File: config.mk
export PLATFORM = sky130hd
export DESIGN_NAME = sysbus_arbiter_flat
export DESIGN_NICKNAME = d
export VERILOG_FILES = /design/src/rtl/sysbus_arbiter_if.sv /design/src/rtl/sysbus_arbiter.sv /design/src/flat_wrapper.sv
export SDC_FILE = /design/constraint.sdc
export NUM_CORES = 1
export LEC_CHECK = 0
export CAP_MARGIN = 20
export CORE_AREA = 2 2 156 158
export CTS_CLUSTER_SIZE = 10
export DETAILED_ROUTE_END_ITERATION = 16
export DIE_AREA = 0 0 158 160
export DONT_BUFFER_PORTS = 1
export PLACE_DENSITY = 0.3
export SLEW_MARGIN = 0
export SYNTH_ARGS = -nofsm -noshare
export SYNTH_HDL_FRONTEND = slang
export SYNTH_SLANG_ARGS = --single-unit
File: constraint.sdc
create_clock -name clk -period 2.2 [get_ports clk]
set_clock_uncertainty 0.2 [all_clocks]
set_input_delay 0.33 -clock clk [delete_from_list [all_inputs] [get_ports clk]]
set_output_delay 0.33 -clock clk [all_outputs]
set_load 0.005 [all_outputs]
File: src/rtl/sysbus_arbiter_if.sv
// Shared-bus port bundle: client-side (cli_*) and Sysbus-side (bus_*) handshake signals.
// The arbiter uses the master view; caches and the Sysbus model use the slave view.
interface sysbus_arbiter_if #(
  parameter int W = 64,
  parameter int T = 13
);
  logic [1:0]     cli_bid;
  logic [1:0]     cli_grant;
  logic [1:0]     cli_reqcyc;
  logic [2*W-1:0] cli_req;
  logic [2*T-1:0] cli_reqtag;
  logic [1:0]     cli_reqack;
  logic [1:0]     cli_respcyc;
  logic [W-1:0]   cli_resp;
  logic [T-1:0]   cli_resptag;
  logic [1:0]     cli_respack;

  logic           bus_reqcyc;
  logic [W-1:0]   bus_req;
  logic [T-1:0]   bus_reqtag;
  logic           bus_reqack;
  logic           bus_respcyc;
  logic [W-1:0]   bus_resp;
  logic [T-1:0]   bus_resptag;
  logic           bus_respack;

  modport master (
    input  cli_bid, cli_reqcyc, cli_req, cli_reqtag, cli_respack,
    input  bus_reqack, bus_respcyc, bus_resp, bus_resptag,
    output cli_grant, cli_reqack, cli_respcyc, cli_resp, cli_resptag,
    output bus_reqcyc, bus_req, bus_reqtag, bus_respack
  );

  modport slave (
    output cli_bid, cli_reqcyc, cli_req, cli_reqtag, cli_respack,
    output bus_reqack, bus_respcyc, bus_resp, bus_resptag,
    input  cli_grant, cli_reqack, cli_respcyc, cli_resp, cli_resptag,
    input  bus_reqcyc, bus_req, bus_reqtag, bus_respack
  );
endinterface

File: src/rtl/sysbus_arbiter.sv
// Round-robin owner of the single Sysbus port for icache (0) / dcache (1); grant is registered (1 cycle),
// request/response beats pass combinationally; stalls come from bus_reqack / respack handshakes.
module sysbus_arbiter #(
  parameter int BUS_DATA_WIDTH = 64,
  parameter int BUS_TAG_WIDTH  = 13,
  parameter int LINE_BEATS     = 8
) (
  input logic              clk,
  input logic              reset,
  sysbus_arbiter_if.master sb
);
  localparam int W  = BUS_DATA_WIDTH;
  localparam int T  = BUS_TAG_WIDTH;
  localparam int CW = $clog2(LINE_BEATS + 2);
  localparam logic [CW-1:0] WR_BEATS   = CW'(LINE_BEATS + 1);
  localparam logic [CW-1:0] RESP_BEATS = CW'(LINE_BEATS);

  typedef enum logic [1:0] {IDLE, GRANT, REQ, RESP} state_e;

  state_e        state_q, state_d;
  logic          owner_q, owner_d;
  logic          last_q, last_d;
  logic          is_wr_q, is_wr_d;
  logic [CW-1:0] cnt_q, cnt_d;
  logic [CW-1:0] cnt_inc;

  logic          own_bid, own_reqcyc, own_respack, wr_now;
  logic [W-1:0]  own_req;
  logic [T-1:0]  own_tag;
  logic [1:0]    own_oh;

  assign own_bid     = sb.cli_bid[owner_q];
  assign own_reqcyc  = sb.cli_reqcyc[owner_q];
  assign own_respack = sb.cli_respack[owner_q];
  assign own_req     = owner_q ? sb.cli_req[2*W-1:W]    : sb.cli_req[W-1:0];
  assign own_tag     = owner_q ? sb.cli_reqtag[2*T-1:T] : sb.cli_reqtag[T-1:0];
  assign own_oh      = {owner_q, ~owner_q};
  assign cnt_inc     = cnt_q + CW'(1);
  // Transaction type is taken from the first (address) beat; later beats reuse the captured flag.
  assign wr_now      = (cnt_q == '0) ? own_tag[T-1] : is_wr_q;

  always_ff @(posedge clk) begin
    if (reset) begin
      state_q <= IDLE;
      owner_q <= 1'b0;
      last_q  <= 1'b1;
      is_wr_q <= 1'b0;
      cnt_q   <= '0;
    end else begin
      state_q <= state_d;
      owner_q <= owner_d;
      last_q  <= last_d;
      is_wr_q <= is_wr_d;
      cnt_q   <= cnt_d;
    end
  end

  always_comb begin
    state_d        = state_q;
    owner_d        = owner_q;
    last_d         = last_q;
    is_wr_d        = is_wr_q;
    cnt_d          = cnt_q;
    sb.cli_grant   = 2'b00;
    sb.cli_reqack  = 2'b00;
    sb.cli_respcyc = 2'b00;
    sb.cli_resp    = '0;
    sb.cli_resptag = '0;
    sb.bus_reqcyc  = 1'b0;
    sb.bus_req     = '0;
    sb.bus_reqtag  = '0;
    sb.bus_respack = 1'b0;

    if (state_q != IDLE) begin
      sb.cli_grant   = own_oh;
      sb.cli_resp    = sb.bus_resp;
      sb.cli_resptag = sb.bus_resptag;
    end

    case (state_q)
      IDLE: begin
        cnt_d = '0;
        if (|sb.cli_bid) begin
          owner_d = (&sb.cli_bid) ? ~last_q : sb.cli_bid[1];
          state_d = GRANT;
        end
      end

      GRANT, REQ: begin
        sb.bus_reqcyc = own_reqcyc;
        sb.bus_req    = own_req;
        sb.bus_reqtag = own_tag;
        sb.cli_reqack = own_oh & {2{sb.bus_reqack}};
        if (own_reqcyc) begin
          if (cnt_q == '0) begin
            is_wr_d = own_tag[T-1];
          end
          if (state_q == GRANT) begin
            state_d = REQ;
          end
          if (sb.bus_reqack) begin
            if (wr_now && cnt_inc == WR_BEATS) begin
              cnt_d   = '0;
              last_d  = owner_q;
              state_d = IDLE;
            end else if (!wr_now) begin
              cnt_d   = '0;
              state_d = RESP;
            end else begin
              cnt_d = cnt_inc;
            end
          end
        end else if (state_q == GRANT && !own_bid) begin
          // Abandoned grant: round-robin history is left untouched.
          state_d = IDLE;
        end
      end

      RESP: begin
        sb.cli_respcyc = own_oh & {2{sb.bus_respcyc}};
        sb.bus_respack = own_respack;
        if (sb.bus_respcyc && own_respack) begin
          if (cnt_inc == RESP_BEATS) begin
            cnt_d   = '0;
            last_d  = owner_q;
            state_d = IDLE;
          end else begin
            cnt_d = cnt_inc;
          end
        end
      end

      default: state_d = IDLE;
    endcase
  end
endmodule

File: src/flat_wrapper.sv
// flat-port wrapper written by rule: the top's interface ports become plain ports
module sysbus_arbiter_flat 
#(
  parameter int BUS_DATA_WIDTH = 64,
  parameter int BUS_TAG_WIDTH  = 13,
  parameter int LINE_BEATS     = 8
)
  (clk, reset, sb_cli_bid, sb_cli_reqcyc, sb_cli_req, sb_cli_reqtag, sb_cli_respack, sb_bus_reqack, sb_bus_respcyc, sb_bus_resp, sb_bus_resptag, sb_cli_grant, sb_cli_reqack, sb_cli_respcyc, sb_cli_resp, sb_cli_resptag, sb_bus_reqcyc, sb_bus_req, sb_bus_reqtag, sb_bus_respack);
  sysbus_arbiter_if #(.W((64)), .T((13))) sb_i ();
  input logic clk;
  input logic reset;
  input wire logic [$bits(sb_i.cli_bid)-1:0] sb_cli_bid;
  input wire logic [$bits(sb_i.cli_reqcyc)-1:0] sb_cli_reqcyc;
  input wire logic [$bits(sb_i.cli_req)-1:0] sb_cli_req;
  input wire logic [$bits(sb_i.cli_reqtag)-1:0] sb_cli_reqtag;
  input wire logic [$bits(sb_i.cli_respack)-1:0] sb_cli_respack;
  input wire logic [$bits(sb_i.bus_reqack)-1:0] sb_bus_reqack;
  input wire logic [$bits(sb_i.bus_respcyc)-1:0] sb_bus_respcyc;
  input wire logic [$bits(sb_i.bus_resp)-1:0] sb_bus_resp;
  input wire logic [$bits(sb_i.bus_resptag)-1:0] sb_bus_resptag;
  output wire logic [$bits(sb_i.cli_grant)-1:0] sb_cli_grant;
  output wire logic [$bits(sb_i.cli_reqack)-1:0] sb_cli_reqack;
  output wire logic [$bits(sb_i.cli_respcyc)-1:0] sb_cli_respcyc;
  output wire logic [$bits(sb_i.cli_resp)-1:0] sb_cli_resp;
  output wire logic [$bits(sb_i.cli_resptag)-1:0] sb_cli_resptag;
  output wire logic [$bits(sb_i.bus_reqcyc)-1:0] sb_bus_reqcyc;
  output wire logic [$bits(sb_i.bus_req)-1:0] sb_bus_req;
  output wire logic [$bits(sb_i.bus_reqtag)-1:0] sb_bus_reqtag;
  output wire logic [$bits(sb_i.bus_respack)-1:0] sb_bus_respack;
  assign sb_i.cli_bid = sb_cli_bid;
  assign sb_i.cli_reqcyc = sb_cli_reqcyc;
  assign sb_i.cli_req = sb_cli_req;
  assign sb_i.cli_reqtag = sb_cli_reqtag;
  assign sb_i.cli_respack = sb_cli_respack;
  assign sb_i.bus_reqack = sb_bus_reqack;
  assign sb_i.bus_respcyc = sb_bus_respcyc;
  assign sb_i.bus_resp = sb_bus_resp;
  assign sb_i.bus_resptag = sb_bus_resptag;
  assign sb_cli_grant = sb_i.cli_grant;
  assign sb_cli_reqack = sb_i.cli_reqack;
  assign sb_cli_respcyc = sb_i.cli_respcyc;
  assign sb_cli_resp = sb_i.cli_resp;
  assign sb_cli_resptag = sb_i.cli_resptag;
  assign sb_bus_reqcyc = sb_i.bus_reqcyc;
  assign sb_bus_req = sb_i.bus_req;
  assign sb_bus_reqtag = sb_i.bus_reqtag;
  assign sb_bus_respack = sb_i.bus_respack;
  sysbus_arbiter #(.BUS_DATA_WIDTH(BUS_DATA_WIDTH), .BUS_TAG_WIDTH(BUS_TAG_WIDTH), .LINE_BEATS(LINE_BEATS)) u_core (.clk(clk), .reset(reset), .sb(sb_i));
endmodule
**Word level (Yosys, flattened, before mapping)**

Index checks and enable logic that the tools add are counted.

- Reductions and logical operators: 16
- Add/subtract/negate cells: 1
- Muxes and demuxes: 42
- Bitwise logic cells: 4
- Order comparisons: 1
- Equal/unequal tests: 12

Operator list:

| cell | number |
|---|---|
| $mux W64 | 3 |
| $mux W13 | 3 |
| $mux W2 | 12 |
| $mux W4 | 6 |
| $mux W1 | 15 |
| $pmux W4 S3 | 1 |
| $ne A2 B1 Y1 const B | 5 |
| $eq A4 B4 Y1 const B | 2 |
| $pmux W2 S3 | 1 |
| $reduce_and A2 Y1 | 3 |
| $reduce_and A6 Y1 | 1 |
| $add A4 B1 Y4 const B | 1 |
| $and A2 B2 Y2 | 2 |
| $eq A2 B2 Y1 const B | 2 |
| $logic_not A4 Y1 | 1 |
| $reduce_and A4 Y1 | 1 |
| $reduce_bool A2 Y1 | 2 |
| $reduce_or A2 Y1 | 2 |
| $logic_and A1 B1 Y1 | 3 |
| $ne A3 B1 Y1 const B | 1 |
| $reduce_and A3 Y1 | 1 |
| $eq A2 B1 Y1 const B | 1 |
| $logic_not A2 Y1 | 1 |
| $lt A1 B2 Y1 const B | 1 |
| other kinds (4) | 5 |

- Register bits: 9
- Word-level logic and storage cells: 81
- Input port bits: 241
- Output and inout bits: 162

**Logic depth before layout (Yosys ltp)**

- Depth in word-level cells: 7
- Depth in mapped cells: 7
- Depth with buffers taken out: 7

**Worst setup path after synthesis**

Ideal clock, no wire load.

- Path type: reg-to-reg
- From: reg u_core.cnt_q[0]
- To: reg u_core.last_q
- Period minus slack after synthesis: 2021 ps
- Setup slack: 179 ps
- Required time: 1928 ps
- Library setup time: 72 ps
- Stages on the path, launching flop included: 8
- Buffers on the path: 0
- Data arrival time: 1749 ps
- Cells stage by stage: dfxtp_1 -> inv_1 -> ha_1 -> nor3b_4 -> mux2i_2 -> o21bai_4 -> a2111oi_4 -> mux2i_1

- Cells in the longest elaborated chain, start to end: 5
- Elaborated cells between the ends (all ways): 9
- Classes of those cells: add/sub (1); eq/ne (4); mux (1); reduce/logical (3)

RTL lines:

| item | RTL line | source |
|---|---|---|
| from (decl) | sysbus_arbiter.sv:24 | `logic [CW-1:0] cnt_q, cnt_d;` |
| from (signal assigned) | sysbus_arbiter.sv:54 | `cnt_q <= cnt_d;` |
| $add A4 B1 Y4 / $logic_not A4 Y1 (equally long branches) | sysbus_arbiter.sv:38, sysbus_arbiter.sv:40 |  |
| $eq A4 B4 Y1 / $mux W1 (equally long branches) | -- |  |
| $logic_and A1 B1 Y1 | sysbus_arbiter.sv:102 | `if (wr_now && cnt_inc == WR_BEATS) begin` |
| $ne A2 B1 Y1 (no line) | -- |  |
| $reduce_and A6 Y1 (no line) (*) | -- |  |
| to (signal assigned) | sysbus_arbiter.sv:52 | `last_q <= last_d;` |
| to (decl) | sysbus_arbiter.sv:22 | `logic last_q, last_d;` |

Every way passes the cells marked *; elsewhere a longest branch is shown, timed or not.
A chain may end at the register's enable or synchronous reset.

**Final worst setup path**

- From: reg u_core.owner_q
- To: out sb_bus_req[36]

- Cells in the longest elaborated chain, start to end: 2

RTL lines:

| item | RTL line | source |
|---|---|---|
| from (decl) | sysbus_arbiter.sv:21 | `logic owner_q, owner_d;` |
| from (signal assigned) | sysbus_arbiter.sv:51 | `owner_q <= owner_d;` |
| $mux W64 | sysbus_arbiter.sv:35 | `assign own_req = owner_q ? sb.cli_req[2*W-1:W] : sb.cli_req[W-1:0];` |
| $mux W64 | sysbus_arbiter.sv:80 | `case (state_q)` |
| to (decl) | flat_wrapper.sv:27 | `output wire logic [$bits(sb_i.bus_req)-1:0] sb_bus_req;` |

No other way between the ends.

==> flow_summary.yaml <==
cts:
  cts.htree.levels: 1
  cts_tree: "built"
  clock_latency_ns: 0.24
  numCtsBuffers: 3
  cts_setup_buffers: 0
  clkTransAtPathRegs_ns: 0.04
  ctsRootBufferMaster: "clkbuf_16"
  cts_sinks: 9
  cts_buffer_depth: 2
grt:
  first_global_vias: 2544
  grt_usage_pct: 9.33
  grt_max_degree: 84
  gr-total-overflow: 0
  grt_pass1_wl_mm: 17.0
  antenna_found_initial: 6
timing:
  setup_violations: 0
  period_share_pct: 95.0
  final_hold_viol_count: 0
  drv_slew: 0
  fmax_mhz: 478
  fin_crit_ns: 2.09
  finalSetupTns_ns: 0
  tightestPinTransition_ns: 0.525
  holdWs_ns: 0.00485
  worst_slew_margin_rel_pct: 64.8
  rsz0062_at_grt: "false"
worst_setup_path:
  cp.arrival_ns: 1.56
  critical_path.startpoint_type: "flop"
  rr_startpoint: "u_core.cnt_q[0]"
  worstPathMaxFanout: 42
  rr_endpoint: "u_core.last_q"
  r2r_cells: 6
  crit_type: "reg2out"
  cp-end-kind: "output port"
  worstPathRequired_ns: 1.67
  rrSetupSlack_ns: 0.17
logic_synthesis:
  syn_area_um2: 2720
  yosysUniqueCellTypes: 42
  synthTopCellsByCount: "nor2b_1 (157), mux2i_1 (80), clkbuf_1 (21)"
  syn_area_per_cell_um2: 7.55
  ys.flop_type: "dfxtp_1"
  synth.area.top_cells: "nor2b_1 (36%), mux2i_1 (29%), dfxtp_1 (6.6%), ha_1 (3.7%), clkbuf_1 (2.9%)"
  synth-seq-area-share_pct: 6.63
  ys_ff_latch: 9
  ys_warn_count: 0
  synth_area_leader_cell: "nor2b_1"
  yosysMostFrequentCell: "nor2b_1"
  synth_top_area_share_pct: 36.2
  synth-async-reset-ratio_pct: 0
  synth_cells: 360
  synth-edff-count: 0
  syn_nets: 609
final_layout:
  area_growth_pct: 21.2
  layout.nets: 597
  final_cells: 673
  fillers: 2754
  layout-drive-gt1-share_pct: 10.1
  final_util_pct: 13.8
  fin_area_um2: 3290
detailed_routing:
  vias: 2635
  totalWireLength_mm: 13.9
  ant_nets: 0
  route.detailed.drc: 0
  avgRoutedWirePerCell_um: 20.7
  dr.pass1.iters: 4
  viasPerCell: 3.92
  drt_iter0_drc: 102
floorplanning:
  die_h_um: 160
  fp-row-count: 57
  initial_core_util_pct: 11.4
  die-area_um2: 25300
  die_w_um: 158
  core_area_um2: 23800
  io_pins: 403
place:
  gp_congestion: 0.788
  placedInstanceArea_um2: 3130
  dp_hpwl_mm: 11.9
  dpl.cell_count: 665
  port_buffers: 0
pwr:
  ir_drop_uv: 145
  pwr_density_cell_nw_per_um2: 509
  leakage_uw: 0.00102
hold_path:
  hold_path_end: "u_core.state_q[1]"
  hold_depth: 1
  min-delay-start: "reset"
  hold_class: "in2reg"
job:
  maxCapViolCount: 0
run_status:
  status: "completed"
where the power goes:
part / total (uW) / internal, uW / switching, uW
Sequential: 199 / 179 / 19.5
Clock: 331 / 243 / 88.2
Combinational: 1140 / 488 / 657
Total: 1670 / 910 / 765
timing repair:
item | CTS | global route
endpoints found under the hold margin | 7 | 0
hold buffers | 1 | 0
setup endpoints to repair | 2 | 39
gates resized for setup | 2 | 7
gates cloned | 0 | 1
cells by family (layout without fill, tap and decap cells):
kind of cell	Yosys count	after routing	synth area share (%)
fa+ha+maj	8	8	3.69
other cells	0	2	0
compound gates	27	27	8.75
simple gates	194	194	43.9
buf+inv	38	25	5.85
mux	83	83	30.8
flops	9	9	6.63
xor+xnor	1	1	0.322
layer usage:
| metal | global-route usage (%) | share of wire [%] | up-vias |
|---|---|---|---|
| met5 | 0 | 0.24 | - |
| met1 | 7.53 | 31 | 1192 |
| met2 | 21.4 | 59 | 245 |
| li1 | - | - | 1174 |
| met3 | 1.74 | 8.4 | 18 |
| met4 | 2.21 | 1.7 | 6 |
final cells by class:
cell class,count,area (um2),share of cell area (%)
multi-input cells,313,2410,73.3
well taps,324,405,12.3
flip-flops and latches,9,185,5.63
repair buffers,15,181,5.51
clock buffers,4,78.8,2.39
inverters,6,22.5,0.684
diodes,2,5.00,0.152
registers in the layout (all words and copies together), names as in the netlist:
signal and flops:
u_core.last_q 1, u_core.cnt_q 4, u_core.state_q 2, u_core.is_wr_q 1, u_core.owner_q 1
worst max-delay path: stages, from the launching register on:
cell,delay (ns)
dfxtp_4,0.44
buf_16,0.26
buf_6,0.23
mux2i_1,0.24
nor2b_1,0.09
stage by stage:
step                worst slack, ns  total power (uW)
global placement              0.179              1290
CTS                         0.00449              1640
global route                0.00313              1800
detailed placement            0.105              1300
finish                        0.110              1670
floorplan                     0.179              1060
cells in the final DEF, fill, tap and decap left out, drive strengths merged, types with 3 or more instances in the layout:
master and n:
nor2b 157, mux2i 81, o211ai 3, and2 3
a21oi 5, nor2 11, clkbuf 5, o21a 4
buf 13, dfxtp 9, inv 6, ha 8
nand2 11, a211oi 3
how the worst max path moves through the flow:
stage | startpoint | end | slack [ns] | cells past startpoint
6_report | u_core.owner_q | sb_bus_req[36] | 0.11 | 4
5_1_grt | u_core.owner_q | sb_bus_req[4] | 0.003 | 4
4_1_cts | u_core.state_q[1] | sb_bus_req[41] | 0.004 | 5
3_5_place_dp | u_core.state_q[0] | u_core.last_q | 0.11 | 6
3_3_place_gp | u_core.state_q[0] | u_core.cnt_q[1] | 0.18 | 6
2_1_floorplan | u_core.cnt_q[0] | u_core.last_q | 0.18 | 7
No activity file was read; power rests on OpenSTA's default activity.
